==> src/rtl/relu_ctrl_pkg.sv <==
// Shared types and default sizes for the ReLU array sequencer.
package relu_ctrl_pkg;

    localparam int ARRAY_SIZE = 9;
    localparam int CNT_WIDTH  = 10;
    localparam int ADDR_WIDTH = 10;

    typedef enum logic [1:0] {
        ST_IDLE = 2'd0,
        ST_RUN  = 2'd1,
        ST_DONE = 2'd2
    } state_e;

endpackage

==> src/rtl/relu_seq_ctrl_if.sv <==
// Job, upstream and downstream handshake signals of the ReLU array sequencer.
import relu_ctrl_pkg::*;

interface relu_seq_ctrl_if;

    logic                  start;
    logic [CNT_WIDTH-1:0]  num_vectors;
    logic [ARRAY_SIZE-1:0] lane_mask;
    logic [ADDR_WIDTH-1:0] base_addr;
    logic                  in_valid;
    logic                  in_ready;
    logic [ARRAY_SIZE-1:0] en;
    logic                  out_valid;
    logic                  out_ready;
    logic [ARRAY_SIZE-1:0] out_lane_valid;
    logic [ADDR_WIDTH-1:0] wr_addr;
    logic                  busy;
    logic                  done;

    // Job source / upstream / downstream side
    modport master (
        output start, num_vectors, lane_mask, base_addr, in_valid, out_ready,
        input  in_ready, en, out_valid, out_lane_valid, wr_addr, busy, done
    );

    // Sequencer side
    modport slave (
        input  start, num_vectors, lane_mask, base_addr, in_valid, out_ready,
        output in_ready, en, out_valid, out_lane_valid, wr_addr, busy, done
    );

endinterface

==> src/rtl/beat_counter.sv <==
// Loadable down-counter with zero flag; holds at zero rather than wrapping.
module beat_counter #(
    parameter int WIDTH = 10
) (
    input  logic             clk,
    input  logic             reset,
    input  logic             load_i,
    input  logic [WIDTH-1:0] load_val_i,
    input  logic             dec_i,
    output logic [WIDTH-1:0] count_o,
    output logic             zero_o
);

    logic [WIDTH-1:0] count_q, count_d;

    // Load has priority over decrement
    always_comb begin
        count_d = count_q;
        if (load_i) begin
            count_d = load_val_i;
        end else if (dec_i && (count_q != '0)) begin
            count_d = count_q - WIDTH'(1);
        end
    end

    // Count register
    always_ff @(posedge clk) begin
        if (reset) begin
            count_q <= '0;
        end else begin
            count_q <= count_d;
        end
    end

    assign count_o = count_q;
    assign zero_o  = (count_q == '0);

endmodule

==> src/rtl/relu_seq_ctrl.sv <==
// Sequencer for the lane-parallel ReLU array: converts upstream beats into
// per-lane load strobes and presents the array outputs downstream with an
// incrementing write address. The array registers are the only data stage.
//
//   state   | meaning
//   --------+----------------------------------------------
//   IDLE    | waiting for start; job parameters sampled here
//   RUN     | moving vectors through the array
//   DONE    | one-cycle done pulse, then back to IDLE
import relu_ctrl_pkg::*;

module relu_seq_ctrl (
    input  logic           clk,
    input  logic           reset,
    relu_seq_ctrl_if.slave bus
);

    state_e                state_q, state_d;
    logic [ARRAY_SIZE-1:0] mask_q, mask_d;
    logic [ADDR_WIDTH-1:0] wr_addr_q, wr_addr_d;
    logic                  out_valid_q, out_valid_d;

    logic [CNT_WIDTH-1:0]  in_left, out_left;
    logic                  in_zero, out_zero;
    logic                  job_load, in_ready, in_fire, out_accept, last_accept;
    logic                  unused_cnt;

    assign job_load    = (state_q == ST_IDLE) && bus.start;
    // A new vector may enter only if the array output slot is free or is being drained
    assign in_ready    = (state_q == ST_RUN) && !in_zero && (!out_valid_q || bus.out_ready);
    assign in_fire     = bus.in_valid && in_ready;
    assign out_accept  = out_valid_q && bus.out_ready;
    assign last_accept = out_accept && (out_left == CNT_WIDTH'(1));

    beat_counter #(.WIDTH(CNT_WIDTH)) u_in_left (
        .clk        (clk),
        .reset      (reset),
        .load_i     (job_load),
        .load_val_i (bus.num_vectors),
        .dec_i      (in_fire),
        .count_o    (in_left),
        .zero_o     (in_zero)
    );

    beat_counter #(.WIDTH(CNT_WIDTH)) u_out_left (
        .clk        (clk),
        .reset      (reset),
        .load_i     (job_load),
        .load_val_i (bus.num_vectors),
        .dec_i      (out_accept),
        .count_o    (out_left),
        .zero_o     (out_zero)
    );

    // Only the zero flag of the input counter and the count of the output counter are needed
    assign unused_cnt = ^{in_left, out_zero};

    // Next-state and datapath updates
    always_comb begin
        state_d     = state_q;
        mask_d      = mask_q;
        wr_addr_d   = wr_addr_q;
        out_valid_d = out_valid_q;

        unique case (state_q)
            ST_IDLE: begin
                if (bus.start) begin
                    state_d = (bus.num_vectors == '0) ? ST_DONE : ST_RUN;
                end
            end
            ST_RUN: begin
                if (last_accept) begin
                    state_d = ST_DONE;
                end
            end
            ST_DONE: state_d = ST_IDLE;
            default: state_d = ST_IDLE;
        endcase

        if (job_load) begin
            mask_d    = bus.lane_mask;
            wr_addr_d = bus.base_addr;
        end else if (out_accept) begin
            wr_addr_d = wr_addr_q + ADDR_WIDTH'(1);
        end

        // A fire refills the slot even when the current vector is accepted
        if (in_fire) begin
            out_valid_d = 1'b1;
        end else if (bus.out_ready) begin
            out_valid_d = 1'b0;
        end
    end

    // State and control registers; reset drops any in-flight vector
    always_ff @(posedge clk) begin
        if (reset) begin
            state_q     <= ST_IDLE;
            mask_q      <= '0;
            wr_addr_q   <= '0;
            out_valid_q <= 1'b0;
        end else begin
            state_q     <= state_d;
            mask_q      <= mask_d;
            wr_addr_q   <= wr_addr_d;
            out_valid_q <= out_valid_d;
        end
    end

    assign bus.in_ready       = in_ready;
    assign bus.en             = {ARRAY_SIZE{in_fire}} & mask_q;
    assign bus.out_valid      = out_valid_q;
    assign bus.out_lane_valid = mask_q;
    assign bus.wr_addr        = wr_addr_q;
    assign bus.busy           = (state_q != ST_IDLE);
    assign bus.done           = (state_q == ST_DONE);

endmodule

==> src/flat_wrapper.sv <==
// flat-port wrapper written by rule: the top's interface ports become plain ports
module relu_seq_ctrl_flat 
  (clk, reset, bus_start, bus_num_vectors, bus_lane_mask, bus_base_addr, bus_in_valid, bus_out_ready, bus_in_ready, bus_en, bus_out_valid, bus_out_lane_valid, bus_wr_addr, bus_busy, bus_done);
  relu_seq_ctrl_if bus_i ();
  input  logic clk;
  input  logic reset;
  input wire logic [$bits(bus_i.start)-1:0] bus_start;
  input wire logic [$bits(bus_i.num_vectors)-1:0] bus_num_vectors;
  input wire logic [$bits(bus_i.lane_mask)-1:0] bus_lane_mask;
  input wire logic [$bits(bus_i.base_addr)-1:0] bus_base_addr;
  input wire logic [$bits(bus_i.in_valid)-1:0] bus_in_valid;
  input wire logic [$bits(bus_i.out_ready)-1:0] bus_out_ready;
  output wire logic [$bits(bus_i.in_ready)-1:0] bus_in_ready;
  output wire logic [$bits(bus_i.en)-1:0] bus_en;
  output wire logic [$bits(bus_i.out_valid)-1:0] bus_out_valid;
  output wire logic [$bits(bus_i.out_lane_valid)-1:0] bus_out_lane_valid;
  output wire logic [$bits(bus_i.wr_addr)-1:0] bus_wr_addr;
  output wire logic [$bits(bus_i.busy)-1:0] bus_busy;
  output wire logic [$bits(bus_i.done)-1:0] bus_done;
  assign bus_i.start = bus_start;
  assign bus_i.num_vectors = bus_num_vectors;
  assign bus_i.lane_mask = bus_lane_mask;
  assign bus_i.base_addr = bus_base_addr;
  assign bus_i.in_valid = bus_in_valid;
  assign bus_i.out_ready = bus_out_ready;
  assign bus_in_ready = bus_i.in_ready;
  assign bus_en = bus_i.en;
  assign bus_out_valid = bus_i.out_valid;
  assign bus_out_lane_valid = bus_i.out_lane_valid;
  assign bus_wr_addr = bus_i.wr_addr;
  assign bus_busy = bus_i.busy;
  assign bus_done = bus_i.done;
  relu_seq_ctrl u_core (.clk(clk), .reset(reset), .bus(bus_i));
endmodule
==> config.mk <==
export PLATFORM = sky130hd
export DESIGN_NAME = relu_seq_ctrl_flat
export DESIGN_NICKNAME = d
export VERILOG_FILES = /design/src/rtl/relu_ctrl_pkg.sv /design/src/rtl/relu_seq_ctrl_if.sv /design/src/rtl/beat_counter.sv /design/src/rtl/relu_seq_ctrl.sv /design/src/flat_wrapper.sv
export SDC_FILE = /design/constraint.sdc
export NUM_CORES = 1
export LEC_CHECK = 0
export CAP_MARGIN = 20
export CORE_UTILIZATION = 55
export DETAILED_ROUTE_END_ITERATION = 7
export DONT_BUFFER_PORTS = 1
export GPL_ROUTABILITY_DRIVEN = 0
export PLACE_DENSITY = 0.73
export SLEW_MARGIN = 20
export SYNTH_ARGS = -nofsm -noshare
export SYNTH_HDL_FRONTEND = slang
export SYNTH_SLANG_ARGS = --single-unit
==> constraint.sdc <==
create_clock -name clk -period 2.01 [get_ports clk]
set_clock_uncertainty 0.1 [all_clocks]
set_input_delay 0.402 -clock clk [delete_from_list [all_inputs] [get_ports clk]]
set_output_delay 0.402 -clock clk [all_outputs]
set_load 0.05 [all_outputs]
==> flow_metrics.env, run 1 <==
export IMPL_status="complete, but fails checks"
export IMPL_violations="negative setup slack"
export IMPL_syn_nets=318
export IMPL_cts_sinks=42
export IMPL_synth_mux_area_fraction_pct=2.40
export IMPL_first_pass_iters=4
export IMPL_instances_no_fill=388
export IMPL_synth_top_area_share_pct=37.5
export IMPL_grt_pass1_wl_um=9930
export IMPL_place_inst=368
export IMPL_grt_usage_pct=30.5
export IMPL_synth_top_family_by_area="simple AND/OR/NAND/NOR gates"
export IMPL_dpl_hpwl_um=4160
export IMPL_synth_area_um2=2240
export IMPL_drt_iter0_drc=168
export IMPL_io_buffers=0
export IMPL_slowest_delay_ns=0.47
export IMPL_layout_common_cells="buf_4, dfxtp_1, nand2_1"
export IMPL_vias=2336
export IMPL_synth_compound_area_share_pct=17.5
export IMPL_r2r_start="u_core.u_out_left.count_o[0]"
export IMPL_antennaDiodeCount=0
export IMPL_numCtsBuffers=5
export IMPL_drive_gt1_share_pct=36.2
export IMPL_synth_yosys_seq_area_share_pct=37.5
export IMPL_core_area_um2=3770
export IMPL_clk_latency_ns=0.31
export IMPL_crit_buf_inv=2
export IMPL_remaining_drc_errors=0
export IMPL_min_path_type="in2reg"
export IMPL_crit_arrival_ns=2.00
export IMPL_root_buffer="clkbuf_8"
export IMPL_postRouteAntennaNets=0
export IMPL_fin_ws_ns=-0.492
export IMPL_grt_pass1_vias=2169
export IMPL_antenna_found_initial=0
export IMPL_area_growth_pct=36.5
export IMPL_crit_family="simple AND/OR/NAND/NOR gates"
export IMPL_hold_viol_final=0
export IMPL_synth_top_flop_cell="dfxtp_1"
export IMPL_final_common_cell="buf_4"
export IMPL_ys_warnings_count=0
export IMPL_finalPower_uw=2490
export IMPL_fin_nets=377
export IMPL_finalWirelength_um=6530
export IMPL_synth_edf_count=0
export IMPL_start_util_pct=59.4
export IMPL_layout_min_cycle_time_ns=2.50
export IMPL_routed_via_density=6.02
export IMPL_rows=22
export IMPL_grt_ovfl_total=0
export IMPL_synthSimpleGateAreaFrac_pct=31.7
export IMPL_ys_seq_elements=42
export IMPL_clockBufferDepth=2
export IMPL_setup_violations=23
export IMPL_slew_headroom_pct=62.0
export IMPL_fin_tns_setup_ns=-5.95
export IMPL_synthAdderAreaFrac_pct=2.23
export IMPL_synth_largest_area_cell="dfxtp_1"
export IMPL_cts_hold_buf=0
export IMPL_grt_max_degree=42
export IMPL_ir_drop_mv=0.597
export IMPL_die_h_um=65.8
export IMPL_reg2reg_slack_ns=-0.21
export IMPL_postSynthCellCount=280
export IMPL_end_kind="output pin"
export IMPL_avgSynthCellArea_um2=8.00
export IMPL_cap_viol_max_count=0
export IMPL_leakage_uw=0.00121
export IMPL_cts_reportedPaths_clkPinSlew_ns=0.09
export IMPL_cp_depth=7
export IMPL_reg2reg_to="u_core.u_out_left.count_o[8]"
export IMPL_cts_htree_levels=2
export IMPL_cp_max_fo=5
export IMPL_rsz0062_at_grt="true"
export IMPL_cp_slowest_cell="or4b_4"
export IMPL_crit_path_start_kind="flop"
export IMPL_synthTopCellsByArea="dfxtp_1, nand2_1, nor2_1, a211oi_1, a21oi_1"
export IMPL_die_x_um=65.8
export IMPL_slew_viol_final=0
export IMPL_synth_xor_area_share_pct=5.08
export IMPL_synthArstFlopShare_pct=0
export IMPL_p_per_area_nw_per_um2=814
export IMPL_required_ns=1.51
export IMPL_worst_slew_pin_transition_ns=0.565
export IMPL_min_period_over_period_pct=124
export IMPL_detail_route_wl_per_cell_um=16.8
export IMPL_path_class="reg2out"
export IMPL_die_area_um2=4330
export IMPL_cp_cell_sequence="inv_2, ha_4, or4b_4, nor4_4, buf_4, nor2_4, and2_4"
export IMPL_synth_cell_types=48
export IMPL_critical_path_startpoint="u_core.u_in_left.count_o[1]"
export IMPL_cp_endpoint="bus_en[3]"
export IMPL_max_freq_mhz=400
export IMPL_reg2reg_depth=7
export IMPL_io_pin_count=66
export IMPL_cts_tree="yes"
[cell type report]
cell class,count,area (µm²)
clock inverters,1,5.00
repair buffers,65,543
fillers,238,712
clock buffers,7,86.3
inverters,7,26.3
well taps,48,60.1
multi-input cells,218,1490
flip-flops and latches,42,846
[where the power goes]
group,total [µW],internal [µW],switching (µW)
clock network,584,278,306
registers,985,913,71.3
logic,921,408,513
total,2490,1600,890
[kinds of logic after synthesis]
family / after synthesis
mux: 5
fa+ha+maj: 4
flops: 42
buf+inv: 21
simple gates: 136
xor+xnor: 13
compound gates: 59
[worst register-to-register path, stage by stage, from the launching register on]
cell,delay (ns)
dfxtp_2,0.33
inv_2,0.07
ha_4,0.13
or4b_4,0.47
or2_1,0.26
or4_4,0.43
mux2i_1,0.14
a211oi_1,0.23
[registers in the layout, indices dropped and copies added (netlist names)]
register / count
u_core.bus.wr_addr: 10
u_core.u_in_left.count_o: 10
u_core.state_q: 2
u_core.u_out_left.count_o: 10
u_core.bus.out_lane_valid: 9
u_core.bus.out_valid: 1
[per-stage QoR]
step / hold WS, ns / area, µm² / setup WS [ns] / utilization (%)
final: 0.0550 / 3060 / -0.492 / 81.1
after global routing: 0.0295 / 3060 / -0.565 / 81.1
after detailed placement: 0.372 / 2730 / -0.164 / 72.4
after floorplan: 0.346 / 2300 / -0.121 / -
after CTS: 0.0449 / 2950 / -0.414 / 78.2
after global placement: 0.369 / 2730 / -0.113 / 72.4
[cell usage after synthesis (all sizes together), types with 2 or more instances]
cell type	count
and3	3
nor3	6
or3	5
nand4	3
xor2	7
a311oi	3
ha	4
a221oi	2
nor4	6
dfxtp	42
mux2i	2
inv	7
o311ai	2
or4	3
mux2	3
nor2	36
xnor2	6
a41oi	2
o21ai	6
nand3	12
nand2b	2
a21oi	20
or2	2
nor2b	4
a31oi	4
clkbuf	14
nand2	35
a211oi	14
and2	11
or4b	2
[layer usage]
| metal | global-route usage, % | vias to the layer above | wire, µm |
|---|---|---|---|
| met5 | 0 | - | 0 |
| met1 | 35.7 | 1098 | 2630 |
| met3 | 7.41 | 11 | 469 |
| met2 | 52.4 | 103 | 3330 |
| li1 | - | 1124 | - |
| met4 | 13.0 | 0 | 96 |
[worst min-delay path by stage]
stage                            from                     endpoint  slack [ns]  cells past startpoint
CTS                             reset  u_core.u_in_left.count_o[0]        0.04                      1
global placement                reset         u_core.bus.out_valid        0.37                      1
floorplan           u_core.state_q[1]            u_core.state_q[1]        0.35                      1
detailed placement              reset  u_core.u_in_left.count_o[0]        0.37                      1
global route                    reset  u_core.u_in_left.count_o[0]        0.03                      1
finish                          reset  u_core.u_in_left.count_o[3]        0.06                      1
[timing repair]
action	4_1_cts	5_1_grt
pin swaps	9	14
endpoints found under the hold margin	0	0
resized for setup	12	18
setup endpoints to repair	19	23
gates cloned	1	0
setup buffers	9	5
No activity file was read; power rests on OpenSTA's default activity.
==> run 2: changes to the inputs <==
--- a/config.mk
+++ b/config.mk
@@ -5,7 +5,7 @@
 export SDC_FILE = /design/constraint.sdc
 export NUM_CORES = 1
 export LEC_CHECK = 0
-export CAP_MARGIN = 20
+export CAP_MARGIN = 5
 export CORE_UTILIZATION = 55
 export DETAILED_ROUTE_END_ITERATION = 7
 export DONT_BUFFER_PORTS = 1
==> results of run 2 <==
Same layout as run 1: the final DEF is identical, and so are final timing and power.
==> run 3: changes to the inputs <==
--- a/config.mk
+++ b/config.mk
@@ -5,12 +5,11 @@
 export SDC_FILE = /design/constraint.sdc
 export NUM_CORES = 1
 export LEC_CHECK = 0
-export CAP_MARGIN = 5
 export CORE_UTILIZATION = 55
 export DETAILED_ROUTE_END_ITERATION = 7
 export DONT_BUFFER_PORTS = 1
 export GPL_ROUTABILITY_DRIVEN = 0
-export PLACE_DENSITY = 0.73
+export PLACE_DENSITY = 0.79
 export SLEW_MARGIN = 20
 export SYNTH_ARGS = -nofsm -noshare
 export SYNTH_HDL_FRONTEND = slang
==> run 3 against run 2 <==
Against the previous run: the run still ends with negative setup slack left; die area stayed put; wire length decreased by 1.5%; total power fell by 1.3%; first-iteration DRC count decreased by 13%; utilization decreased by 1.4 points; register-to-register slack hardly changed; non-clock buffer count is 5 lower; via count down 1.7%; clock-buffer cell count is 1 lower; worst hold slack lost 0.0018 ns; largest cell class unchanged.
==> flow_metrics.env, run 3 (synthesis gave the netlist of run 1 again) <==
export IMPL_status="complete, but fails checks"
export IMPL_violations="negative setup slack"
export IMPL_placed_area_um2=2690
export IMPL_required_ns=1.51
export IMPL_die_area_um2=4330
export IMPL_antennaDiodeCount=0
export IMPL_setup_violations=19
export IMPL_slew_viol_final=0
export IMPL_post_place_ws_ns=-0.179
export IMPL_final_common_cell="buf_4"
export IMPL_cts_htree_levels=2
export IMPL_antenna_found_initial=0
export IMPL_ir_drop_mv=0.635
export IMPL_reg2reg_slack_ns=-0.21
export IMPL_finalPower_uw=2460
export IMPL_postRouteAntennaNets=0
export IMPL_cts_sinks=42
export IMPL_crit_path_start_kind="flop"
export IMPL_remaining_drc_errors=0
export IMPL_rows=22
export IMPL_numCtsBuffers=5
export IMPL_detail_route_wl_per_cell_um=16.8
export IMPL_cts_hold_buf=0
export IMPL_fin_nets=371
export IMPL_clk_latency_ns=0.31
export IMPL_area_growth_pct=34.2
export IMPL_fin_tns_setup_ns=-5.35
export IMPL_root_buffer="clkbuf_8"
export IMPL_core_area_um2=3770
export IMPL_cts_tree="yes"
export IMPL_cap_viol_max_count=0
export IMPL_cp_max_fo=10
export IMPL_layout_min_cycle_time_ns=2.47
export IMPL_power_share_combinational_pct=35.4
export IMPL_routed_top_layer="met4"
export IMPL_die_x_um=65.8
export IMPL_power_internal_uw=1580
export IMPL_grt_max_degree=42
export IMPL_crit_arrival_ns=1.97
export IMPL_p_per_area_nw_per_um2=817
export IMPL_max_freq_mhz=405
export IMPL_finalInstanceArea_um2=3010
export IMPL_grt_pass1_wl_um=10100
export IMPL_slew_headroom_pct=57.6
export IMPL_layout_common_cells="buf_4, dfxtp_1, nand2_1"
export IMPL_cts_reportedPaths_clkPinSlew_ns=0.08
export IMPL_grt_usage_pct=31.1
export IMPL_drt_iter0_drc=147
export IMPL_path_class="reg2out"
export IMPL_io_buffers=0
export IMPL_first_pass_iters=4
export IMPL_power_frac_clock_pct=24.1
export IMPL_rsz0062_at_grt="true"
export IMPL_leakage_uw=0.00119
export IMPL_grt_ovfl_total=0
export IMPL_clockBufferDepth=2
export IMPL_min_period_over_period_pct=123
export IMPL_vias=2297
export IMPL_grt_pass1_vias=2201
export IMPL_die_h_um=65.8
export IMPL_io_pin_count=66
export IMPL_min_path_type="in2reg"
export IMPL_fin_ws_ns=-0.457
export IMPL_dr_wl_met2_um=3210
export IMPL_switching_share_pct=35.9
export IMPL_finalCoreUtilization_pct=79.7
export IMPL_start_util_pct=59.4
export IMPL_worst_slew_pin_transition_ns=0.631
export IMPL_met1_length_um=2640
export IMPL_finalWirelength_um=6430
export IMPL_hold_viol_final=0
export IMPL_switching_power_uw=882
export IMPL_routed_via_density=6.01
export IMPL_p_seq_share_pct=40.5
export IMPL_drive_gt1_share_pct=35.6
export IMPL_dpl_hpwl_um=4230
export IMPL_wl_met3_um=462
export IMPL_end_kind="output pin"
## run 3: cell types whose count changed in the layout (fill, tap and decap cells not counted), sizes merged
| cell | before | now |
|---|---|---|
| nor2 | 37 | 36 |
| buf | 65 | 60 |
| clkinvlp | 0 | 1 |
| clkbuf | 7 | 6 |
## run 3: power by group through the flow
| stage | sequential [µW] | combinational [µW] | clock, µW |
|---|---|---|---|
| 2_1_floorplan | 1120 | 397 | 0 |
| 3_3_place_gp | 1000 | 721 | 0 |
| 3_5_place_dp | 1010 | 741 | 0 |
| 4_1_cts | 988 | 796 | 590 |
| 5_1_grt | 1000 | 928 | 631 |
| 6_report | 994 | 870 | 593 |
## run 3: per-stage QoR
stage          std cells  hold slack [ns]
6_report             382           0.0532
5_1_grt              382           0.0322
4_1_cts              379           0.0464
3_5_place_dp         363            0.372
3_3_place_gp         363            0.369
2_1_floorplan        280            0.346
## run 3: final timing paths
path	depth (start not counted)	to	from
hold / removal	1	u_core.u_in_left.count_o[1]	reset
hold reg to reg	1	u_core.state_q[1]	u_core.state_q[1]
setup / recovery	7	bus_en[5]	u_core.u_in_left.count_o[1]
setup reg to reg	7	u_core.u_out_left.count_o[8]	u_core.u_out_left.count_o[0]
## run 3: timing repair
item,in CTS,in global routing
buffers inserted,9,3
pin swaps,21,15
resized for setup,9,20
endpoints found under the setup margin,18,25
## run 3: cell type report
type / count / area (µm²)
clock buffer: 6 / 82.6
clock inverter: 2 / 12.5
fill: 241 / 764
inverter: 7 / 26.3
multi-input combinational: 217 / 1490
sequential: 42 / 847
tap: 48 / 60.1
timing repair buffer: 60 / 493
## run 3: routing by layer
metal  vias to the layer above  track usage, %
met1                      1096            35.1
met5                         -               0
li1                       1099               -
met3                        16            9.48
met2                        86            53.6
met4                         0            13.3
## run 3: critical path, stage by stage, from the launching register on
cell and delay [ns]:
dfxtp_2 0.33, inv_2 0.06, ha_4 0.12, or4b_4 0.48, nor4_4 0.17, buf_4 0.19, nor2_4 0.07, and2_4 0.23
